<file path="config.mk">
export PLATFORM = sky130hd
export DESIGN_NAME = fd_inst_buffer
export DESIGN_NICKNAME = d
export VERILOG_FILES = /design/src/rtl/fd_inst_buffer_pkg.sv /design/src/rtl/fd_buf_ram.sv /design/src/rtl/fd_inst_buffer.sv
export SDC_FILE = /design/constraint.sdc
export NUM_CORES = 1
export LEC_CHECK = 0
export BUFFER_PORTS_ARGS = -buffer_cell sky130_fd_sc_hd__buf_4
export CAP_MARGIN = 20
export CORE_MARGIN = 1
export CORE_UTILIZATION = 58
export DETAILED_ROUTE_END_ITERATION = 10
export GPL_TIMING_DRIVEN = 0
export PLACE_DENSITY = 0.84
export SYNTH_ARGS = -nofsm -noshare
export SYNTH_HDL_FRONTEND = slang
export SYNTH_HIERARCHICAL = 1
export SYNTH_SLANG_ARGS = --single-unit
</file>
<file path="constraint.sdc">
create_clock -name clk -period 10.25 [get_ports clk]
set_input_delay 0.5125 -clock clk [delete_from_list [all_inputs] [get_ports clk]]
set_output_delay 0.5125 -clock clk [all_outputs]
set_load 0.005 [all_outputs]
</file>
<file path="src/rtl/fd_inst_buffer_pkg.sv">
// Shared RV32 opcode constants and field helpers for the fetch/decode boundary.
// Provides OPC_* opcodes, the canonical NOP, and opcode/funct3 slice helpers.
package fd_inst_buffer_pkg;

    localparam logic [6:0] OPC_LOAD   = 7'h03;
    localparam logic [6:0] OPC_OP_IMM = 7'h13;
    localparam logic [6:0] OPC_AUIPC  = 7'h17;
    localparam logic [6:0] OPC_STORE  = 7'h23;
    localparam logic [6:0] OPC_OP     = 7'h33;
    localparam logic [6:0] OPC_LUI    = 7'h37;
    localparam logic [6:0] OPC_BRANCH = 7'h63;
    localparam logic [6:0] OPC_JALR   = 7'h67;
    localparam logic [6:0] OPC_JAL    = 7'h6f;
    localparam logic [6:0] OPC_SYSTEM = 7'h73;

    // addi x0, x0, 0
    localparam logic [31:0] INST_NOP = 32'h0000_0013;

    localparam int OPCODE_MSB = 6;
    localparam int OPCODE_LSB = 0;
    localparam int FUNCT3_MSB = 14;
    localparam int FUNCT3_LSB = 12;

    function automatic logic [6:0] opcode_of(input logic [31:0] inst);
        return inst[OPCODE_MSB:OPCODE_LSB];
    endfunction

    function automatic logic [2:0] funct3_of(input logic [31:0] inst);
        return inst[FUNCT3_MSB:FUNCT3_LSB];
    endfunction

endpackage

</file>
<file path="src/rtl/fd_buf_ram.sv">
// Entry storage for the fetch/decode buffer: DEPTH x W register array.
// Ports: clk, we/waddr/wdata write port, raddr/rdata asynchronous read port.
module fd_buf_ram #(
    parameter int W     = 64,
    parameter int DEPTH = 2,
    parameter int AW    = $clog2(DEPTH)
) (
    input  logic          clk,
    input  logic          we,
    input  logic [AW-1:0] waddr,
    input  logic [W-1:0]  wdata,
    input  logic [AW-1:0] raddr,
    output logic [W-1:0]  rdata
);

    logic [W-1:0] mem_q [DEPTH];

    // Storage is intentionally not reset; readers qualify with occupancy.
    always_ff @(posedge clk) begin
        if (we) begin
            mem_q[waddr] <= wdata;
        end
    end

    assign rdata = mem_q[raddr];

endmodule

</file>
<file path="src/rtl/fd_inst_buffer.sv">
// Fetch-to-decode buffer holding up to DEPTH (pc, inst) pairs, head pre-split.
// Ports: clk, rst, f_valid/f_ready/f_pc/f_inst, redirect, d_valid/d_ready/d_*, count.
module fd_inst_buffer
    import fd_inst_buffer_pkg::*;
#(
    parameter int XLEN  = 32,
    parameter int DEPTH = 2
) (
    input  logic                     clk,
    input  logic                     rst,
    input  logic                     f_valid,
    output logic                     f_ready,
    input  logic [XLEN-1:0]          f_pc,
    input  logic [XLEN-1:0]          f_inst,
    input  logic                     redirect,
    output logic                     d_valid,
    input  logic                     d_ready,
    output logic [XLEN-1:0]          d_pc,
    output logic [XLEN-1:0]          d_inst,
    output logic [6:0]               d_opcode,
    output logic [2:0]               d_funct3,
    output logic [$clog2(DEPTH):0]   count
);

    localparam int PW = $clog2(DEPTH);
    localparam int CW = PW + 1;

    logic [PW-1:0]     wr_ptr_q, wr_ptr_d;
    logic [PW-1:0]     rd_ptr_q, rd_ptr_d;
    logic [CW-1:0]     count_q, count_d;
    logic [XLEN-1:0]   last_pc_q;
    logic [2*XLEN-1:0] rdata;
    logic              push, pop;

    // Handshake flags come from registered count only.
    assign f_ready = (count_q != CW'(DEPTH));
    assign d_valid = (count_q != '0);
    assign count   = count_q;

    assign push = f_valid & f_ready & ~redirect;
    assign pop  = d_valid & d_ready & ~redirect;

    always_comb begin
        wr_ptr_d = wr_ptr_q;
        rd_ptr_d = rd_ptr_q;
        count_d  = count_q;
        if (redirect) begin
            wr_ptr_d = '0;
            rd_ptr_d = '0;
            count_d  = '0;
        end else begin
            if (push) wr_ptr_d = wr_ptr_q + PW'(1);
            if (pop)  rd_ptr_d = rd_ptr_q + PW'(1);
            count_d = count_q + CW'(push) - CW'(pop);
        end
    end

    always_ff @(posedge clk or posedge rst) begin
        if (rst) begin
            wr_ptr_q  <= '0;
            rd_ptr_q  <= '0;
            count_q   <= '0;
            last_pc_q <= '0;
        end else begin
            wr_ptr_q  <= wr_ptr_d;
            rd_ptr_q  <= rd_ptr_d;
            count_q   <= count_d;
            // d_pc keeps showing the last head once the buffer drains.
            last_pc_q <= d_pc;
        end
    end

    fd_buf_ram #(
        .W     (2 * XLEN),
        .DEPTH (DEPTH)
    ) u_ram (
        .clk   (clk),
        .we    (push),
        .waddr (wr_ptr_q),
        .wdata ({f_pc, f_inst}),
        .raddr (rd_ptr_q),
        .rdata (rdata)
    );

    assign d_pc     = d_valid ? rdata[2*XLEN-1:XLEN] : last_pc_q;
    assign d_inst   = d_valid ? rdata[XLEN-1:0] : XLEN'(INST_NOP);
    assign d_opcode = opcode_of(d_inst[31:0]);
    assign d_funct3 = funct3_of(d_inst[31:0]);

endmodule

</file>
==> run metrics, run 1 <==
result of the run=finished, final reports clean; top cell type by total area after synthesis=sky130_fd_sc_hd__edfxtp_1; synthesized-area fraction occupied by xor and xnor cells=0.259%; clock network fraction of design power=30.2%; total global-route track usage=20.0%; routability-driven placement congestion ratio=0.690; maximum number of buffers from clock root to sink=2; clock-pin slew of the registers on the worst-case setup and hold paths=60 ps; Synth Area in Compound Gates=0.0739%; sequential fraction of design power=41.8%; wire length of the first global-routing pass=17200 microns; worst ir drop on vdd=198 uV; total CTS buffers=17; combinational power share=27.9%; critical path start-end classification=register to primary output; share of the clock period used by the worst path after layout=24.5%; antenna violations before repair=0; Area growth syn-to-layout=28.2%; simple logic cell fraction of the synthesized area=4.18%; slew at the pin with the worst max-slew slack=906 ps; Multi-input gate area=1770 sq um; Clk Latency, worst-skew pair=410 ps; violation count after the first detailed-route iteration=133; Rows=39; cell count after synthesis=339; root cell of the clock tree=sky130_fd_sc_hd__clkbuf_16; Leakage Power=3.65 nW; max-slew violation count=0; ranking of synthesized cells by instance count=sky130_fd_sc_hd__edfxtp_1, sky130_fd_sc_hd__mux2_4, sky130_fd_sc_hd__dfrtp_1; mux cell area share after synthesis=21.1%; I/O pin total=147; max frequency=0.399 GHz; Fin Setup TNS=0 ps; register bit total from synthesis=164; setup clock skew after layout=5.13 ps; Pint=1.54 mW; input/output buffers=146; dominant cell by count in the synthesized netlist=sky130_fd_sc_hd__edfxtp_1; count of cell types in the netlist=22; PnR worst setup slack=7740 ps; via-per-instance ratio=5.13; hold buffer count at CTS=0; proportion of netlist area held by the largest area contributor=56.8%; unrepaired setup endpoints after global routing=no; combinational family with the most area after synthesis=multiplexers; Remaining DRCs=0; cell types occupying the most area after synthesis=sky130_fd_sc_hd__edfxtp_1, sky130_fd_sc_hd__mux2_4, sky130_fd_sc_hd__dfrtp_1; Post-Syn Area=6770 sq um; estimated wirelength of the detail-placed design=7690 microns; total nets after synthesis=410; CP Capture Type=primary output; Top FF cell, synth=sky130_fd_sc_hd__edfxtp_1; number of synthesized flops with an enable pin=128; adder-cell share of the synthesized area=0.370%; yosys warns=6; clock tree from TritonCTS=done; # H-tree levels=4; sink count of the clock tree=164; worst setup slack before clock tree synthesis=8170 ps; total gr overflow=0; total net switching power=484 uW; final hold violation count=0; Die Ht=110 microns; post-layout min period=2510 ps; Die Area=12100 sq um; total wire length after detailed routing=11600 microns; Post-CTS Setup Inserts=0; Post-Route Utilization=76.0%; HP Class=primary input to async pin; effective utilization at floorplan=59.3%; mean instance size in the synthesized netlist=20.0 sq um; horizontal die dimension=110 microns; number of global-route vias before repair=3573; via count of the routed design=3395; cts repair resizes=0; share of layout cells above drive strength 1=59.0%; tightest hold margin=260 ps; final routed wire length divided by cell count=17.5 microns; pin count of the biggest net entering global routing=65; setup-violating endpoint count in the final report=0; power density of the placed cells=233 nW/um^2; Core ar.=11400 sq um; asr flop ratio synth=22.0%; Max transition margin=39.6%; first drt pass iteration count=4; Sw Ratio=23.9%; launching element type of the critical path=register; arrival time of the worst setup path=2000 ps; antenna cell count=0; area taken by flip-flops and latches=4740 sq um; number of nets at the end of the flow=577; number of inserted filler cells in the final layout=674; Max FO, Critical Path=10; CP required=9740 ps; count of max-cap constraint violations=0; post-synthesis sequential area ratio=70.1%; number of nets still failing antenna checks after routing=0
metrics by stage:
stage	cells	power [mW]	area (sq um)
2_1_floorplan	339	1.18	6770
3_3_place_gp	628	1.41	8050
3_5_place_dp	630	1.43	8100
4_1_cts	662	2.05	8680
5_1_grt	662	2.12	8680
6_report	662	2.03	8680
cell usage in the layout, fill, tap and decap left out, drive strengths merged, types with 2 or more instances in the layout:
cell / netlist / final
buf: 21 / 169
edfxtp: 128 / 128
mux2: 97 / 97
dfrtp: 36 / 36
and2: 31 / 31
clkbuf: 2 / 21
nor2: 6 / 6
clkinv: 0 / 5
inv: 3 / 5
nand2b: 4 / 4
clkinvlp: 0 / 4
nor2b: 3 / 3
xor2: 2 / 2
ha: 2 / 2
bufinv: 0 / 2
worst paths after layout:
path,endpoint,from,slack (ps),cells past startpoint
max in group asynchronous,rd_ptr_q,rst,9480,2
max reg2reg,u_ram/mem_q[1][28],count[0],8180,4
min reg2reg,last_pc_q[20],last_pc_q[20],500,1
min in group clk,u_ram/mem_q[0][28],f_inst[28],280,1
max,d_opcode[3],count[1],7740,6
min,last_pc_q[5],rst,260,2
critical path: stages (launching register included):
cell and delay, ps:
sky130_fd_sc_hd__dfrtp_1 470, sky130_fd_sc_hd__nor2_4 300, sky130_fd_sc_hd__inv_2 130, sky130_fd_sc_hd__clkbuf_2 200, sky130_fd_sc_hd__and2_1 230, sky130_fd_sc_hd__buf_4 140
sky130_fd_sc_hd__buf_4 120
area by class of cell:
| class | count | area share (%) |
|---|---|---|
| flip-flops and latches | 164 | 54.7 |
| multi-input cells | 149 | 20.4 |
| repair buffers | 148 | 13.1 |
| clock buffers | 19 | 5.22 |
| plain buffers | 23 | 2.94 |
| well taps | 143 | 2.06 |
| clock inverters | 13 | 1.50 |
| inverters | 3 | 0.130 |
power groups by stage:
stage / logic (mW) / registers (mW) / clock network (mW)
floorplan: 0.333 / 0.851 / 0
global route: 0.611 / 0.855 / 0.651
finish: 0.566 / 0.848 / 0.612
global placement: 0.553 / 0.858 / 0
detailed placement: 0.570 / 0.859 / 0
CTS: 0.574 / 0.849 / 0.626
cell families after synthesis:
group | after synthesis
XOR/XNOR | 2
flip-flops | 164
multiplexers | 97
AND/OR/NAND/NOR | 47
AO/OA/AOI/OAI | 1
buffers and inverters | 26
adder cells (fa/ha/maj) | 2
state kept, by name, indices dropped and copies added (netlist names):
signal / count
u_ram/mem_q: 128
wr_ptr_q: 1
last_pc_q: 32
rd_ptr_q: 1
count: 2
per-layer routing:
layer / vias up / part of all wire, % / track usage (%)
met2: 119 / 53 / 35.4
met5: - / 0 / 0
li1: 1577 / - / -
met3: 11 / 7.5 / 7.64
met4: 0 / 1.0 / 7.24
met1: 1688 / 39 / 22.0
Note: power is estimated with default switching activity, not from simulation.
==> run 2: changes to the inputs <==
--- a/config.mk
+++ b/config.mk
@@ -5,13 +5,14 @@
 export SDC_FILE = /design/constraint.sdc
 export NUM_CORES = 1
 export LEC_CHECK = 0
+export ABC_AREA = 1
 export BUFFER_PORTS_ARGS = -buffer_cell sky130_fd_sc_hd__buf_4
 export CAP_MARGIN = 20
 export CORE_MARGIN = 1
-export CORE_UTILIZATION = 58
+export CORE_UTILIZATION = 54
 export DETAILED_ROUTE_END_ITERATION = 10
 export GPL_TIMING_DRIVEN = 0
-export PLACE_DENSITY = 0.84
+export PLACE_DENSITY = 0.8
 export SYNTH_ARGS = -nofsm -noshare
 export SYNTH_HDL_FRONTEND = slang
 export SYNTH_HIERARCHICAL = 1
==> constraint.sdc (replaced) <==
create_clock -name clk -period 2.4 [get_ports clk]
set_input_delay 0.12 -clock clk [delete_from_list [all_inputs] [get_ports clk]]
set_output_delay 0.12 -clock clk [all_outputs]
set_load 0.005 [all_outputs]
==> run 2 against run 1 <==
- the flow now finishes with violations (design-rule violations)
- first-iteration DRC count rose to 3.3 times the previous value
- flip-flop and latch count did not move
- non-clock buffer count rose by 79
- final area rose by 5.6%
- sequential power rose to 4.2 times the previous value
- clock-buffer cell count rose by 9
- routed wire length rose by 37%
- clock power rose to 4.2 times the previous value
- die area rose by 3.5%
- clock skew rose by 3.0 ps
- critical path type is now register to register
- critical endpoint is now u_ram/mem_q[1][29]
- highest routed layer unchanged
==> run metrics, run 2 <==
worst ir drop on vdd=577 uV (was 198 uV); CP required=2560 ps (was 9740 ps); horizontal die dimension=112 microns (was 110 microns); cell types occupying the most area after synthesis=sky130_fd_sc_hd__edfxtp_1, sky130_fd_sc_hd__nand2_1, sky130_fd_sc_hd__dfrtp_1 (was sky130_fd_sc_hd__edfxtp_1, sky130_fd_sc_hd__mux2_4, sky130_fd_sc_hd__dfrtp_1); result of the run=complete, but fails checks (was finished, final reports clean); number of nets at the end of the flow=890 (was 577); largest register by flop count=u_ram/mem_q (unchanged); non-filler instance count after layout=975 (was 662); Pint=6.10 mW (was 1.54 mW); sequential fraction of design power=42.7% (was 41.8%); Max FO, Critical Path=35 (was 10); ranking of synthesized cells by instance count=sky130_fd_sc_hd__nand2_1, sky130_fd_sc_hd__edfxtp_1, sky130_fd_sc_hd__inv_1 (was sky130_fd_sc_hd__edfxtp_1, sky130_fd_sc_hd__mux2_4, sky130_fd_sc_hd__dfrtp_1); mean instance size in the synthesized netlist=11.2 sq um (was 20.0 sq um); Fin Setup TNS=0 ps (unchanged); antenna violations before repair=0 (unchanged); via count of the routed design=4897 (was 3395); critical path start-end classification=register to register (was register to primary output); sum of internal, switching and leakage power=8.39 mW (was 2.03 mW); number of nets still failing antenna checks after routing=0 (unchanged); unrepaired setup endpoints after global routing=no (unchanged); I/O pin total=147 (unchanged); Sw Ratio=27.3% (was 23.9%); combinational power share=26.3% (was 27.9%); Max transition margin=44.6% (was 39.6%); routability-driven placement congestion ratio=0.746 (was 0.690); HP Class=primary input to async pin (unchanged); arrival time of the worst setup path=2390 ps (was 2000 ps); number of inserted filler cells in the final layout=670 (was 674); Area growth syn-to-layout=40.4% (was 28.2%); Die Ht=112 microns (was 110 microns); share of the clock period used by the worst path after layout=93.2%; effective utilization at floorplan=56.2% (was 59.3%); pin count of the biggest net entering global routing=36 (was 65); cell count after synthesis=582 (was 339); total gr overflow=0 (unchanged); max FFs per register=128 (unchanged); total net switching power=2.29 mW (was 484 uW); share of layout cells above drive strength 1=25.8% (was 59.0%); tightest hold margin=387 ps (was 260 ps); PnR worst setup slack=164 ps (was 7740 ps); final hold violation count=0 (unchanged); count of cell types in the netlist=17 (was 22); Remaining DRCs=11 (was 0); post-synthesis sequential area ratio=72.7% (was 70.1%); # H-tree levels=4 (unchanged); yosys warns=6 (unchanged); root cell of the clock tree=sky130_fd_sc_hd__clkbuf_16 (unchanged); total global-route track usage=27.3% (was 20.0%); critical path cell sequence=inv_2 > nand2_1 > nand2_1 > nor2_1 > nand2_1 > clkinvlp_4 > buf_12 (was nor2_4 > inv_2 > clkbuf_2 > and2_1 > buf_4 > buf_4); wire length of the first global-routing pass=25800 microns (was 17200 microns); Leakage Power=4.26 nW (was 3.65 nW); number of synthesized flops with an enable pin=128 (unchanged); Clk Latency, worst-skew pair=420 ps (was 410 ps); slowest library cell on the worst path=sky130_fd_sc_hd__clkinvlp_4 (was sky130_fd_sc_hd__dfrtp_1); Core ar.=11600 sq um (was 11400 sq um); post-layout min period=2240 ps; max-slew violation count=0 (unchanged); launching element type of the critical path=register (unchanged); post-placement cell area=7910 sq um (was 8100 sq um); CP Capture Type=register (was primary output); input/output buffers=146 (unchanged); first drt pass iteration count=8 (was 4); setup clock skew after layout=8.14 ps (was 5.13 ps); Rows=39 (unchanged); via-per-instance ratio=5.02 (was 5.13); violation count after the first detailed-route iteration=445 (was 133); Post-Layout Inst Area=9160 sq um (was 8680 sq um); most used cells in the layout excluding fill and tap cells=sky130_fd_sc_hd__nand2_1, sky130_fd_sc_hd__buf_4, sky130_fd_sc_hd__edfxtp_1, sky130_fd_sc_hd__dlygate4sd3_1, sky130_fd_sc_hd__inv_1 (was sky130_fd_sc_hd__buf_4, sky130_fd_sc_hd__edfxtp_1, sky130_fd_sc_hd__mux2_4, sky130_fd_sc_hd__dfrtp_1, sky130_fd_sc_hd__and2_1); total nets after synthesis=653 (was 410); setup-violating endpoint count in the final report=0 (unchanged); sink count of the clock tree=164 (unchanged); clock tree from TritonCTS=done (unchanged); final routed wire length divided by cell count=16.3 microns (was 17.5 microns); estimated wirelength of the detail-placed design=9140 microns (was 7690 microns); clock network fraction of design power=31.0% (was 30.2%); largest incremental delay on the critical path=660 ps (was 470 ps); power density of the placed cells=915 nW/um^2 (was 233 nW/um^2); proportion of netlist area held by the largest area contributor=58.9% (was 56.8%); register bit total from synthesis=164 (unchanged); Post-Syn Area=6530 sq um (was 6770 sq um); asr flop ratio synth=22.0% (unchanged); Die Area=12500 sq um (was 12100 sq um); total wire length after detailed routing=15900 microns (was 11600 microns); Buffers & Inverters on Critical Path=3 (was 4); worst setup slack before clock tree synthesis=177 ps (was 8170 ps); top cell type by total area after synthesis=sky130_fd_sc_hd__edfxtp_1 (unchanged); antenna cell count=0 (unchanged); Top delay family on crit path=buffers and inverters (unchanged); slew at the pin with the worst max-slew slack=829 ps (was 906 ps); violated checks=design-rule violations; Top FF cell, synth=sky130_fd_sc_hd__edfxtp_1 (unchanged); dominant cell by count in the synthesized netlist=sky130_fd_sc_hd__nand2_1 (was sky130_fd_sc_hd__edfxtp_1); number of global-route vias before repair=5241 (was 3573); CP most frequent cell=sky130_fd_sc_hd__nand2_1 (was sky130_fd_sc_hd__buf_4); clock-pin slew of the registers on the worst-case setup and hold paths=60 ps (about the same); max frequency=0.447 GHz; maximum number of buffers from clock root to sink=2 (unchanged); count of max-cap constraint violations=0 (unchanged); total CTS buffers=17 (unchanged); most common cell after layout, fill and taps aside=sky130_fd_sc_hd__nand2_1 (was sky130_fd_sc_hd__buf_4); number of cells in the design after placement=875 (was 630); Post-Route Utilization=78.9% (was 76.0%)
## run 2: changes by cell type after synthesis, sizes merged, moves of 5 or more
cell,previous run,this run
buf,21,26
nor2,6,34
and2,31,0
mux2,97,0
inv,3,43
nand2,1,298
## run 2: power by group through the flow
| stage | registers (mW) | clock network (mW) | logic (mW) |
|---|---|---|---|
| floorplan | 3.59 | 0 | 1.01 |
| global placement | 3.61 | 0 | 1.95 |
| detailed placement | 3.62 | 0 | 2.04 |
| CTS | 3.57 | 2.62 | 2.15 |
| global route | 3.60 | 2.75 | 2.42 |
| finish | 3.58 | 2.60 | 2.20 |
## run 2: repair_timing
item                                   4_1_cts  5_1_grt
endpoints found under the hold margin      145        0
buffers inserted                             0        0
hold buffers                                68        0
gates resized for setup                      0        0
## run 2: cells by family (layout without fill, tap and decap cells)
kind of cell,count (synthesis),in the layout,share of synthesized area [%]
AND/OR/NAND/NOR,340,340,19.9
flip-flops,164,164,72.7
buffers and inverters,75,325,6.92
adder cells (fa/ha/maj),2,2,0.383
AO/OA/AOI/OAI,1,1,0.0766
## run 2: tightest hold or removal path, cell delays in order
cell                            delay (ps)
sky130_fd_sc_hd__dlygate4sd3_1         540
sky130_fd_sc_hd__buf_4                 130
sky130_fd_sc_hd__inv_1                 520
## run 2: routing by layer
layer | vias up | share of wire, % | track usage (%)
met5 | - | 0 | 0
met4 | 0 | 1.6 | 8.44
met3 | 27 | 6.9 | 6.91
met2 | 242 | 55 | 51.6
met1 | 2322 | 37 | 29.9
li1 | 2306 | - | -
## run 2: cell type report
class / count / area (sq um) / area share, %
buffer: 32 / 285 / 3.11
multi-input combinational: 343 / 1340 / 14.6
clock buffer: 28 / 528 / 5.76
timing repair buffer: 218 / 1870 / 20.4
clock inverter: 4 / 47.5 / 0.519
inverter: 43 / 170 / 1.86
tap: 143 / 179 / 1.95
sequential: 164 / 4740 / 51.8
## run 2: final timing paths
check / startpoint / endpoint / slack [ps] / cells after the start
setup / recovery: count[0] / u_ram/mem_q[1][29] / 160 / 7
hold / removal: rst / wr_ptr_q / 390 / 3
setup reg to reg: count[0] / u_ram/mem_q[1][29] / 160 / 7
hold reg to reg: last_pc_q[31] / last_pc_q[31] / 470 / 2
max in group asynchronous: rst / last_pc_q[18] / 1450 / 4
min in group clk: f_inst[10] / u_ram/mem_q[0][10] / 420 / 2
